[src/rtl/axi4_burst_master.sv]
// AXI4 initiator: one INCR burst per command, one burst in flight, streams beats in and out.
module axi4_burst_master #(
    parameter int unsigned DATA_WIDTH = 32,
    parameter int unsigned ADDR_WIDTH = 16
) (
    input  logic                  ACLK,
    input  logic                  ARESETn,
    // command
    input  logic                  cmd_valid,
    output logic                  cmd_ready,
    input  logic                  cmd_write,
    input  logic [ADDR_WIDTH-1:0] cmd_addr,
    input  logic [7:0]            cmd_len,
    input  logic [2:0]            cmd_size,
    // write stream
    input  logic [DATA_WIDTH-1:0] wr_data,
    input  logic                  wr_valid,
    output logic                  wr_ready,
    // read stream
    output logic [DATA_WIDTH-1:0] rd_data,
    output logic [1:0]            rd_resp,
    output logic                  rd_last,
    output logic                  rd_valid,
    input  logic                  rd_ready,
    // completion
    output logic                  done,
    output logic [1:0]            done_resp,
    // AXI write address
    output logic [ADDR_WIDTH-1:0] AWADDR,
    output logic [7:0]            AWLEN,
    output logic [2:0]            AWSIZE,
    output logic                  AWVALID,
    input  logic                  AWREADY,
    // AXI write data
    output logic [DATA_WIDTH-1:0] WDATA,
    output logic                  WLAST,
    output logic                  WVALID,
    input  logic                  WREADY,
    // AXI write response
    input  logic [1:0]            BRESP,
    input  logic                  BVALID,
    output logic                  BREADY,
    // AXI read address
    output logic [ADDR_WIDTH-1:0] ARADDR,
    output logic [7:0]            ARLEN,
    output logic [2:0]            ARSIZE,
    output logic                  ARVALID,
    input  logic                  ARREADY,
    // AXI read data
    input  logic [DATA_WIDTH-1:0] RDATA,
    input  logic [1:0]            RRESP,
    input  logic                  RLAST,
    input  logic                  RVALID,
    output logic                  RREADY
);

    localparam int unsigned MAX_SIZE = $clog2(DATA_WIDTH / 8);
    localparam int unsigned CNT_W    = 9;
    localparam int unsigned SPAN_W   = 17;

    typedef enum logic [2:0] {
        S_IDLE = 3'd0,
        S_AW   = 3'd1,
        S_W    = 3'd2,
        S_B    = 3'd3,
        S_AR   = 3'd4,
        S_R    = 3'd5,
        S_ERR  = 3'd6
    } state_t;

    state_t                state_q,      state_d;
    logic [ADDR_WIDTH-1:0] addr_q,       addr_d;
    logic [7:0]            len_q,        len_d;
    logic [2:0]            size_q,       size_d;
    logic                  awvalid_q,    awvalid_d;
    logic                  arvalid_q,    arvalid_d;
    logic                  bready_q,     bready_d;
    logic                  cmd_ready_q,  cmd_ready_d;
    logic                  done_q,       done_d;
    logic [1:0]            done_resp_q,  done_resp_d;
    logic [CNT_W-1:0]      beats_rem_q,  beats_rem_d;
    logic [1:0]            worst_resp_q, worst_resp_d;
    logic                  lerr_q,       lerr_d;

    logic [SPAN_W-1:0]     span_c;
    logic [SPAN_W-1:0]     end_off_c;
    logic                  illegal_c;
    logic                  last_beat_c;
    logic [1:0]            resp_max_c;
    logic                  lerr_now_c;

    // Legality of the incoming command: beat size fits the bus and burst stays inside one 4KB page
    always_comb begin
        span_c    = (SPAN_W'(cmd_len) + SPAN_W'(1)) << cmd_size;
        end_off_c = SPAN_W'(cmd_addr[11:0]) + span_c - SPAN_W'(1);
        illegal_c = (32'(cmd_size) > MAX_SIZE) || (end_off_c > SPAN_W'(12'hFFF));
    end

    // Per-beat helpers shared by the W and R phases
    always_comb begin
        last_beat_c = (beats_rem_q == CNT_W'(1));
        resp_max_c  = (RRESP > worst_resp_q) ? RRESP : worst_resp_q;
        lerr_now_c  = lerr_q | (RLAST != last_beat_c);
    end

    // State register and registered outputs
    always_ff @(posedge ACLK or negedge ARESETn) begin
        if (!ARESETn) begin
            state_q      <= S_IDLE;
            addr_q       <= '0;
            len_q        <= '0;
            size_q       <= '0;
            awvalid_q    <= 1'b0;
            arvalid_q    <= 1'b0;
            bready_q     <= 1'b0;
            cmd_ready_q  <= 1'b1;
            done_q       <= 1'b0;
            done_resp_q  <= '0;
            beats_rem_q  <= '0;
            worst_resp_q <= '0;
            lerr_q       <= 1'b0;
        end else begin
            state_q      <= state_d;
            addr_q       <= addr_d;
            len_q        <= len_d;
            size_q       <= size_d;
            awvalid_q    <= awvalid_d;
            arvalid_q    <= arvalid_d;
            bready_q     <= bready_d;
            cmd_ready_q  <= cmd_ready_d;
            done_q       <= done_d;
            done_resp_q  <= done_resp_d;
            beats_rem_q  <= beats_rem_d;
            worst_resp_q <= worst_resp_d;
            lerr_q       <= lerr_d;
        end
    end

    // Next-state and next-output logic for the burst sequencer
    always_comb begin
        state_d      = state_q;
        addr_d       = addr_q;
        len_d        = len_q;
        size_d       = size_q;
        awvalid_d    = awvalid_q;
        arvalid_d    = arvalid_q;
        bready_d     = bready_q;
        cmd_ready_d  = cmd_ready_q;
        done_d       = 1'b0;
        done_resp_d  = done_resp_q;
        beats_rem_d  = beats_rem_q;
        worst_resp_d = worst_resp_q;
        lerr_d       = lerr_q;

        unique case (state_q)
            S_IDLE: begin
                if (cmd_valid && cmd_ready_q) begin
                    addr_d       = cmd_addr;
                    len_d        = cmd_len;
                    size_d       = cmd_size;
                    cmd_ready_d  = 1'b0;
                    worst_resp_d = '0;
                    lerr_d       = 1'b0;
                    if (illegal_c) begin
                        state_d = S_ERR;
                    end else if (cmd_write) begin
                        state_d   = S_AW;
                        awvalid_d = 1'b1;
                    end else begin
                        state_d   = S_AR;
                        arvalid_d = 1'b1;
                    end
                end
            end
            S_AW: begin
                if (AWREADY) begin
                    awvalid_d   = 1'b0;
                    beats_rem_d = CNT_W'(len_q) + CNT_W'(1);
                    state_d     = S_W;
                end
            end
            S_W: begin
                if (wr_valid && WREADY) begin
                    beats_rem_d = beats_rem_q - CNT_W'(1);
                    if (last_beat_c) begin
                        bready_d = 1'b1;
                        state_d  = S_B;
                    end
                end
            end
            S_B: begin
                if (BVALID) begin
                    bready_d    = 1'b0;
                    done_d      = 1'b1;
                    done_resp_d = BRESP;
                    cmd_ready_d = 1'b1;
                    state_d     = S_IDLE;
                end
            end
            S_AR: begin
                if (ARREADY) begin
                    arvalid_d   = 1'b0;
                    beats_rem_d = CNT_W'(len_q) + CNT_W'(1);
                    state_d     = S_R;
                end
            end
            S_R: begin
                if (RVALID && rd_ready) begin
                    beats_rem_d  = beats_rem_q - CNT_W'(1);
                    worst_resp_d = resp_max_c;
                    lerr_d       = lerr_now_c;
                    if (last_beat_c) begin
                        done_d      = 1'b1;
                        done_resp_d = lerr_now_c ? 2'b11 : resp_max_c;
                        cmd_ready_d = 1'b1;
                        state_d     = S_IDLE;
                    end
                end
            end
            S_ERR: begin
                done_d      = 1'b1;
                done_resp_d = 2'b10;
                cmd_ready_d = 1'b1;
                state_d     = S_IDLE;
            end
            default: begin
                state_d = S_IDLE;
            end
        endcase
    end

    // Registered outputs; address/len/size shared by both address channels
    assign cmd_ready = cmd_ready_q;
    assign done      = done_q;
    assign done_resp = done_resp_q;
    assign AWADDR    = addr_q;
    assign AWLEN     = len_q;
    assign AWSIZE    = size_q;
    assign AWVALID   = awvalid_q;
    assign ARADDR    = addr_q;
    assign ARLEN     = len_q;
    assign ARSIZE    = size_q;
    assign ARVALID   = arvalid_q;
    assign BREADY    = bready_q;

    // Write-stream pass-through, quiet outside the W phase
    always_comb begin
        WVALID   = (state_q == S_W) && wr_valid;
        WDATA    = (state_q == S_W) ? wr_data : '0;
        WLAST    = (state_q == S_W) && last_beat_c;
        wr_ready = (state_q == S_W) && WREADY;
    end

    // Read-stream pass-through, quiet outside the R phase
    always_comb begin
        rd_valid = (state_q == S_R) && RVALID;
        rd_data  = (state_q == S_R) ? RDATA : '0;
        rd_resp  = (state_q == S_R) ? RRESP : 2'b00;
        rd_last  = (state_q == S_R) && RLAST;
        RREADY   = (state_q == S_R) && rd_ready;
    end

endmodule

[config.mk]
export PLATFORM = sky130hd
export DESIGN_NAME = axi4_burst_master
export DESIGN_NICKNAME = d
export VERILOG_FILES = /design/src/rtl/axi4_burst_master.sv
export SDC_FILE = /design/constraint.sdc
export NUM_CORES = 1
export LEC_CHECK = 0
export ABC_AREA = 1
export CORE_MARGIN = 1
export CORE_UTILIZATION = 42
export CTS_CLUSTER_DIAMETER = 80
export DETAILED_ROUTE_END_ITERATION = 7
export HOLD_SLACK_MARGIN = 0.15
export PLACE_DENSITY = 0.85
export SLEW_MARGIN = 20
export SYNTH_ARGS = -nofsm -noshare
export SYNTH_HDL_FRONTEND = slang
export SYNTH_SLANG_ARGS = --single-unit
[constraint.sdc]
create_clock -name ACLK -period 1.9 [get_ports ACLK]
set_input_delay 0.285 -clock ACLK [delete_from_list [all_inputs] [get_ports ACLK]]
set_output_delay 0.285 -clock ACLK [all_outputs]
set_load 0.02 [all_outputs]
==> flow_summary_export.csv, run 1 <==
group,metric,value,unit
placement,place_congestion,0.9256,
pwr,power.leakage,4.447,nW
sta,setup_viol,5,
sta,max_freq,0.3168,GHz
synthesis,netlist_area,4850,µm²
synthesis,ys_top_cells_by_area,"dfrtp_1, inv_1, nand2_1, nor2_1, ha_1",
floorplanning,die_h,109.5,µm
critical_path,cp.required,2.08,ns
critical_path,worstSetupPathType,"input pin to flip-flop",
pwr,powerDensity,406.5,nW/µm²
synthesis,synth_seq_cells,49,
min_path,holdPathEnd,"ARLEN[1]",
cells_and_area,drive_gt1_share,23.75,%
sta,rsz0062_at_grt,"true",
floorplanning,die_area,11980,µm²
critical_path,crit_arrival,3.34,ns
sta,tns,-6.056,ns
route,via_per_inst,4.866,
clocking,cts.path.max_buffers,2,
clocking,clkTransAtPathRegs,0.07,ns
placement,hpwl,13.54,mm
floorplanning,initial_core_util,43.97,%
critical_path,cp-end-kind,"flip-flop",
sta,post-route-period-util,166.1,%
synthesis,avgSynthCellArea,6.085,µm²
critical_path,r2r-end,"state_q[2]",
cells_and_area,nets,1220,
pwr,power.total,3.237,mW
grt,grt_pass1_wl,25.58,mm
route,drc_errors,0,
critical_path,slowest_delay,0.28,ns
placement,io_buffers,239,
cells_and_area,diodes,0,
route,vias,5927,
placement,pre_cts_ws,-1.910,ns
grt,overflow,0,
cells_and_area,syn_to_final_growth,64.19,%
outcome,outcome,"finished, violations left",
grt,antenna_found_initial,0,
cells_and_area,multiInputGateArea,2932,µm²
route,drt_iter0_drc,353,
min_path,hold_path.class,"input pin to flip-flop",
clocking,clock-sinks,49,
synthesis,yosysMostFrequentCell,"inv_1",
synthesis,synth_top_cell_by_area,"dfrtp_1",
route,ant_nets,0,
synthesis,netlist_top_cells_count,"inv_1, nand2_1, nor2_1",
floorplanning,io_pins,240,
cells_and_area,fin_util,72.19,%
route,finalWirelength,17.20,mm
route,dr.pass1.iters,5,
sta,fin_crit,3.157,ns
synthesis,synthCells,797,
clocking,h-tree-depth,2,
synthesis,async_reset_ff_share,100.0,%
min_path,min-delay-start,"cmd_len[1]",
sta,hold_viol,0,
critical_path,ff2ff_path_depth,10,
sta,tightest_slew,0.4462,ns
critical_path,cp_max_fo,5,
synthesis,ys_seq_area_share,25.31,%
grt,grt_usage,27.41,%
sta,fin_ws,-1.257,ns
sta,relSlewSlack,69.98,%
critical_path,rrSetupSlack,0.03,ns
cells_and_area,finalNonFillerCells,1218,
synthesis,synth_top_area_share,24.77,%
clocking,clk_latency,0.29,ns
clocking,cts_made_buffers,5,
pwr,peakVddDrop,0.0004521,V
grt,grt_start_max_net_pins,30,
synthesis,yosysWarnings,0,
clocking,clock-root-buffer,"clkbuf_16",
floorplanning,num_rows,38,
route,wl_per_cell,14.12,µm
synthesis,synth_nets,940,
clocking,cts_tree,"done",
critical_path,critPathMostFrequentCell,"nand2_1",
cells_and_area,nFillCells,879,
grt,grt_pass1_vias,5550,
min_path,hold_depth,3,
floorplanning,die_x,109.5,µm
sta,slew_viol_final,0,
placement,dp_cells,1202,
critical_path,rr_startpoint,"beats_rem_q[7]",
sta,fin_skew,0.004477,ns
outcome,violations,"negative setup slack",
synthesis,synth_edf_count,0,
flow_run,cap_violations,0,
critical_path,critical_path.slowest_cell,"ha_1",
floorplanning,core-area,11030,µm²
critical_path,start_kind,"input pin",
synthesis,synthFlopType,"dfrtp_1",
cells_and_area,register_area,1227,µm²
synthesis,yosysUniqueCellTypes,39,
[routing by layer]
metal	GRT usage, %	up-vias	routed length, µm
li1	-	2942	-
met1	29.75	2724	6607
met2	52.52	221	8903
met3	4.683	40	1197
met4	10.48	0	487
met5	0	-	0
[where the power goes]
part           switching (mW)  leakage [nW]  internal, mW  total (mW)
logic                   0.635          3.72         0.611        1.25
registers             0.00196         0.649          1.05        1.05
clock network           0.417        0.0768         0.525       0.942
total                    1.05          4.45          2.18        3.24
[area by class of cell]
type	count	share of cell area, %
Clock inverter	2	0.1728
Sequential cell	49	15.41
Inverter	198	9.365
Clock buffer	6	1.744
Multi-Input combinational cell	505	36.82
Tap cell	140	2.200
Timing Repair Buffer	318	34.29
[critical path: cells and delay by family]
kind	cells	cell delay (ns)
AOI/OAI and AO/OA	3	0.35
adders and majority gates	3	0.63
buffers and inverters	4	0.28
and+or+nand+nor	18	1.77
[state kept, by name, indices dropped and copies added (netlist names), 2 cells and up]
| register | flops |
|---|---|
| done_resp | 2 |
| ARADDR | 16 |
| ARSIZE | 3 |
| state_q | 3 |
| ARLEN | 8 |
| beats_rem_q | 9 |
| worst_resp_q | 2 |
[cells in the final DEF (no fill, tap or decap), types with 2 or more instances in the layout]
cell type,count
xor2_1,6
inv_2,18
nor3_2,3
dfrtp_1,48
nand3_1,22
o31ai_1,2
clkbuf_2,20
buf_4,69
a21oi_2,5
nand4_1,15
clkdlybuf4s50_1,157
nand3_2,5
ha_4,10
o211ai_1,2
buf_8,2
buf_6,4
mux2_2,5
o21ai_2,8
ha_1,23
or2_2,3
nand2_1,156
nor2_1,116
nor2_2,8
nand2_2,15
buf_12,6
nor2_4,3
buf_2,49
nand2_4,3
dlygate4sd2_1,8
o21ai_1,11
mux2i_2,2
a21oi_1,15
o21ai_0,45
clkbuf_16,5
clkdlybuf4s15_1,2
nor3_1,2
inv_1,178
a31oi_1,6
fa_1,2
[cells by family after synthesis]
logic type	Yosys count	share of synthesized area, %
AO/OA/AOI/OAI	97	10.60
XOR/XNOR	7	1.264
adder cells (fa/ha/maj)	36	9.598
buffers and inverters	243	21.13
flip-flops	49	25.31
multiplexers	8	1.780
AND/OR/NAND/NOR	357	30.31
[repair_timing]
item | in CTS | in global routing
gates resized for setup | 251 | 101
cloned | 1 | 0
setup endpoints to repair | 77 | 81
pin swaps | 27 | 28
endpoints found under the hold margin | 14 | 0
buffers inserted | 5 | 1
hold buffers | 1 | 0
[worst max path at each step]
stage | start | slack [ns] | endpoint
floorplan | cmd_len[0] | -1.01 | AWVALID
global placement | cmd_len[0] | -1.89 | AWVALID
detailed placement | cmd_len[0] | -1.91 | ARVALID
CTS | cmd_len[0] | -1.13 | ARVALID
global route | cmd_len[0] | -1.53 | state_q[0]
finish | cmd_len[0] | -1.26 | ARVALID
[per-stage QoR]
| stage | hold WS [ns] | area (µm²) |
|---|---|---|
| floorplan | -0.01059 | 4965 |
| global placement | 0.2459 | 7855 |
| detailed placement | 0.2436 | 7855 |
| CTS | 0.3075 | 8208 |
| global route | 0.3356 | 7963 |
| finish | 0.3262 | 7963 |
Note: power is estimated with default switching activity, not from simulation.
==> run 2: changes to the inputs <==
==> config.mk (replaced) <==
export PLATFORM = sky130hd
export DESIGN_NAME = axi4_burst_master
export DESIGN_NICKNAME = d
export VERILOG_FILES = /design/src/rtl/axi4_burst_master.sv
export SDC_FILE = /design/constraint.sdc
export NUM_CORES = 1
export LEC_CHECK = 0
export ABC_AREA = 0
export CORE_MARGIN = 1
export CORE_UTILIZATION = 41
export CTS_CLUSTER_DIAMETER = 80
export DETAILED_ROUTE_END_ITERATION = 7
export HOLD_SLACK_MARGIN = 0.15
export PLACE_DENSITY = 0.84
export SYNTH_ARGS = -nofsm -noshare
export SYNTH_HDL_FRONTEND = slang
export SYNTH_SLANG_ARGS = --single-unit
==> flow_summary_export.csv, run 2 <==
group,metric,value,unit
cells_and_area,syn_to_final_growth,84.46,%
floorplanning,die_h,109.1,µm
synthesis,synth_xor_area_share,2.048,%
floorplanning,initial_core_util,42.64,%
cells_and_area,diodes,0,
synthesis,synth.area.mux_share,9.843,%
synthesis,async_reset_ff_share,100.0,%
grt,antenna_found_initial,0,
floorplanning,core-area,11030,µm²
clocking,h-tree-depth,2,
cells_and_area,largest_register_ffs,16,
sta,fin_ws,-1.602,ns
outcome,violations,"negative setup slack",
critical_path,worstSetupPathType,"input pin to flip-flop",
pwr,sw_frac_of_total,45.34,%
route,finalWirelength,19.93,mm
sta,relSlewSlack,68.06,%
outcome,outcome,"finished, violations left",
critical_path,cp_max_fo,4,
cells_and_area,drive_gt1_share,37.40,%
route,wl_per_cell,19.29,µm
critical_path,cp-end-kind,"flip-flop",
grt,grt_pass1_vias,5501,
synthesis,ys_top_cells_by_area,"dfrtp_1, ha_1, mux2_2, and3_1, and2_1",
pwr,p_comb_share,71.7,%
route,via_per_inst,5.604,
clocking,clock-sinks,49,
synthesis,synthFlopType,"dfrtp_1",
synthesis,synth_nets,725,
synthesis,synthCells,582,
floorplanning,die_area,11900,µm²
critical_path,cp.required,2.11,ns
cells_and_area,nets,1035,
critical_path,crit_arrival,3.72,ns
pwr,peakVddDrop,0.0006926,V
floorplanning,die_x,109.1,µm
synthesis,netlist_top_cells_count,"inv_1, dfrtp_1, nor2_1",
grt,grt_pass1_wl,27.61,mm
placement,io_buffers,239,
pwr,p_sw,4.760,mW
grt,grt_usage,29.76,%
critical_path,start_kind,"input pin",
route,dr.pass1.iters,6,
synthesis,yosysMostFrequentCell,"inv_1",
cells_and_area,design_area,8676,µm²
cells_and_area,layout_common_cells,"clkdlybuf4s50_1, buf_4, inv_1, dfrtp_1, buf_6",
synthesis,netlist_area,4703,µm²
placement,placed_area,7824,µm²
sta,fin_skew,0.005426,ns
synthesis,synth_top_area_share,25.54,%
placement,hpwl,13.45,mm
synthesis,synth_seq_cells,49,
route,vias,5789,
clocking,clk_latency,0.30,ns
pwr,powerDensity,1210,nW/µm²
pwr,intPower,5.739,mW
sta,hold_viol,0,
clocking,clkTransAtPathRegs,0.08,ns
sta,post-route-period-util,184.3,%
route,ant_nets,0,
sta,slew_viol_final,0,
cells_and_area,nFillCells,663,
cells_and_area,multiInputGateArea,3426,µm²
cells_and_area,register_area,1230,µm²
grt,grt_start_max_net_pins,36,
synthesis,yosysUniqueCellTypes,67,
synthesis,ys_seq_area_share,26.10,%
sta,fin_crit,3.502,ns
synthesis,synthSimpleGateAreaFrac,23.76,%
synthesis,synth_top_cell_by_area,"dfrtp_1",
route,drc_errors,0,
sta,rsz0062_at_grt,"true",
sta,setup_viol,9,
clocking,cts_tree,"done",
placement,place_congestion,0.9563,
flow_run,cap_violations,0,
synthesis,synthAdderAreaFrac,9.896,%
floorplanning,num_rows,38,
pwr,seqPwrFrac,18.9,%
synthesis,yosysWarnings,0,
cells_and_area,layout_commonest_cell,"clkdlybuf4s50_1",
pwr,power.leakage,4.025,nW
synthesis,synth_top_family_by_area,"simple AND/OR/NAND/NOR gates",
sta,hold_slack,0.3215,ns
clocking,cts.path.max_buffers,2,
clocking,cts_made_buffers,5,
grt,overflow,0,
synthesis,avgSynthCellArea,8.081,µm²
cells_and_area,fin_util,78.65,%
pwr,power.total,10.50,mW
synthesis,synth_compound_area_share,16.41,%
pwr,power_frac_clock,9.4,%
sta,tightest_slew,0.4790,ns
sta,max_freq,0.2855,GHz
synthesis,synth_edf_count,0,
clocking,clock-root-buffer,"clkbuf_16",
route,drt_iter0_drc,366,
floorplanning,io_pins,240,
min_path,hold_path.class,"input pin to flip-flop",
==> run 2: cell families after synthesis <==
family / after synthesis
adder cells (fa/ha/maj): 36
flip-flops: 49
multiplexers: 42
AND/OR/NAND/NOR: 211
buffers and inverters: 113
AO/OA/AOI/OAI: 120
XOR/XNOR: 11
==> run 2: power by group through the flow <==
| stage | combinational (mW) | clock [mW] | sequential (mW) |
|---|---|---|---|
| after floorplan | 3.51 | 0 | 2.23 |
| after global placement | 6.57 | 0 | 1.91 |
| after detailed placement | 6.71 | 0 | 1.95 |
| after CTS | 6.91 | 0.994 | 1.95 |
| after global routing | 7.98 | 1.04 | 2.04 |
| final | 7.53 | 0.984 | 1.98 |
==> run 2: layout make-up <==
class / count / area share (%)
inverters: 56 / 2.452
multi-input cells: 420 / 39.49
well taps: 140 / 2.019
clock inverters: 3 / 0.3029
clock buffers: 5 / 1.442
repair buffers: 360 / 40.12
flip-flops and latches: 49 / 14.18
==> run 2: critical path, stage by stage <==
cell and delay (ns):
buf_8 0.09, nand4_1 0.15, buf_4 0.18, o41ai_2 0.27
nand2_1 0.09, o211ai_1 0.18, mux2i_1 0.19, mux2_4 0.33
ha_4 0.26, inv_2 0.03, ha_4 0.28, nor3_1 0.05
or4_4 0.42, a21oi_2 0.14, a211o_2 0.12, o211ai_2 0.09
or3_1 0.38, o31ai_2 0.17
==> run 2: repair_timing <==
action | CTS | global route
cloned | 2 | 2
endpoints found under the setup margin | 79 | 76
hold buffers | 1 | 0
resized for setup | 338 | 145
hold endpoints to repair | 14 | 0
setup buffers | 8 | 13
pin swaps | 36 | 46
==> run 2: worst paths after layout <==
kind	start	end	slack (ns)	depth (start not counted)
min	cmd_size[0]	ARSIZE[0]	0.32	2
min in group asynchronous	ARESETn	ARADDR[0]	0.47	2
max	cmd_len[1]	ARVALID	-1.60	18
max in group asynchronous	ARESETn	ARADDR[14]	0.85	3
max reg2reg	worst_resp_q[1]	done_resp[0]	-0.20	9
min reg2reg	AWVALID	AWVALID	0.51	1
==> run 2: routing by layer <==
| layer | wire [µm] | track usage (%) |
|---|---|---|
| met5 | 0 | 0 |
| met4 | 844 | 11.49 |
| met3 | 1540 | 5.140 |
| met2 | 10420 | 54.99 |
| met1 | 7119 | 33.69 |
==> run 2: stage by stage <==
step	TNS (ns)	cells	setup slack, ns
final	-8.314	1033	-1.602
after global routing	-10.85	1033	-1.787
after CTS	-7.261	1021	-1.481
after detailed placement	-15.29	1002	-2.481
after global placement	-12.92	1002	-2.312
after floorplan	-7.765	582	-1.567
==> run 3: changes to the inputs <==
--- a/config.mk
+++ b/config.mk
@@ -6,9 +6,10 @@
 export NUM_CORES = 1
 export LEC_CHECK = 0
 export ABC_AREA = 0
+export ABC_CLOCK_PERIOD_IN_PS = 1900
 export CORE_MARGIN = 1
 export CORE_UTILIZATION = 41
-export CTS_CLUSTER_DIAMETER = 80
+export CTS_CLUSTER_DIAMETER = 200
 export DETAILED_ROUTE_END_ITERATION = 7
 export HOLD_SLACK_MARGIN = 0.15
 export PLACE_DENSITY = 0.84
==> results of run 3 <==
Same layout as run 2: the final DEF is identical, and so are final timing and power.
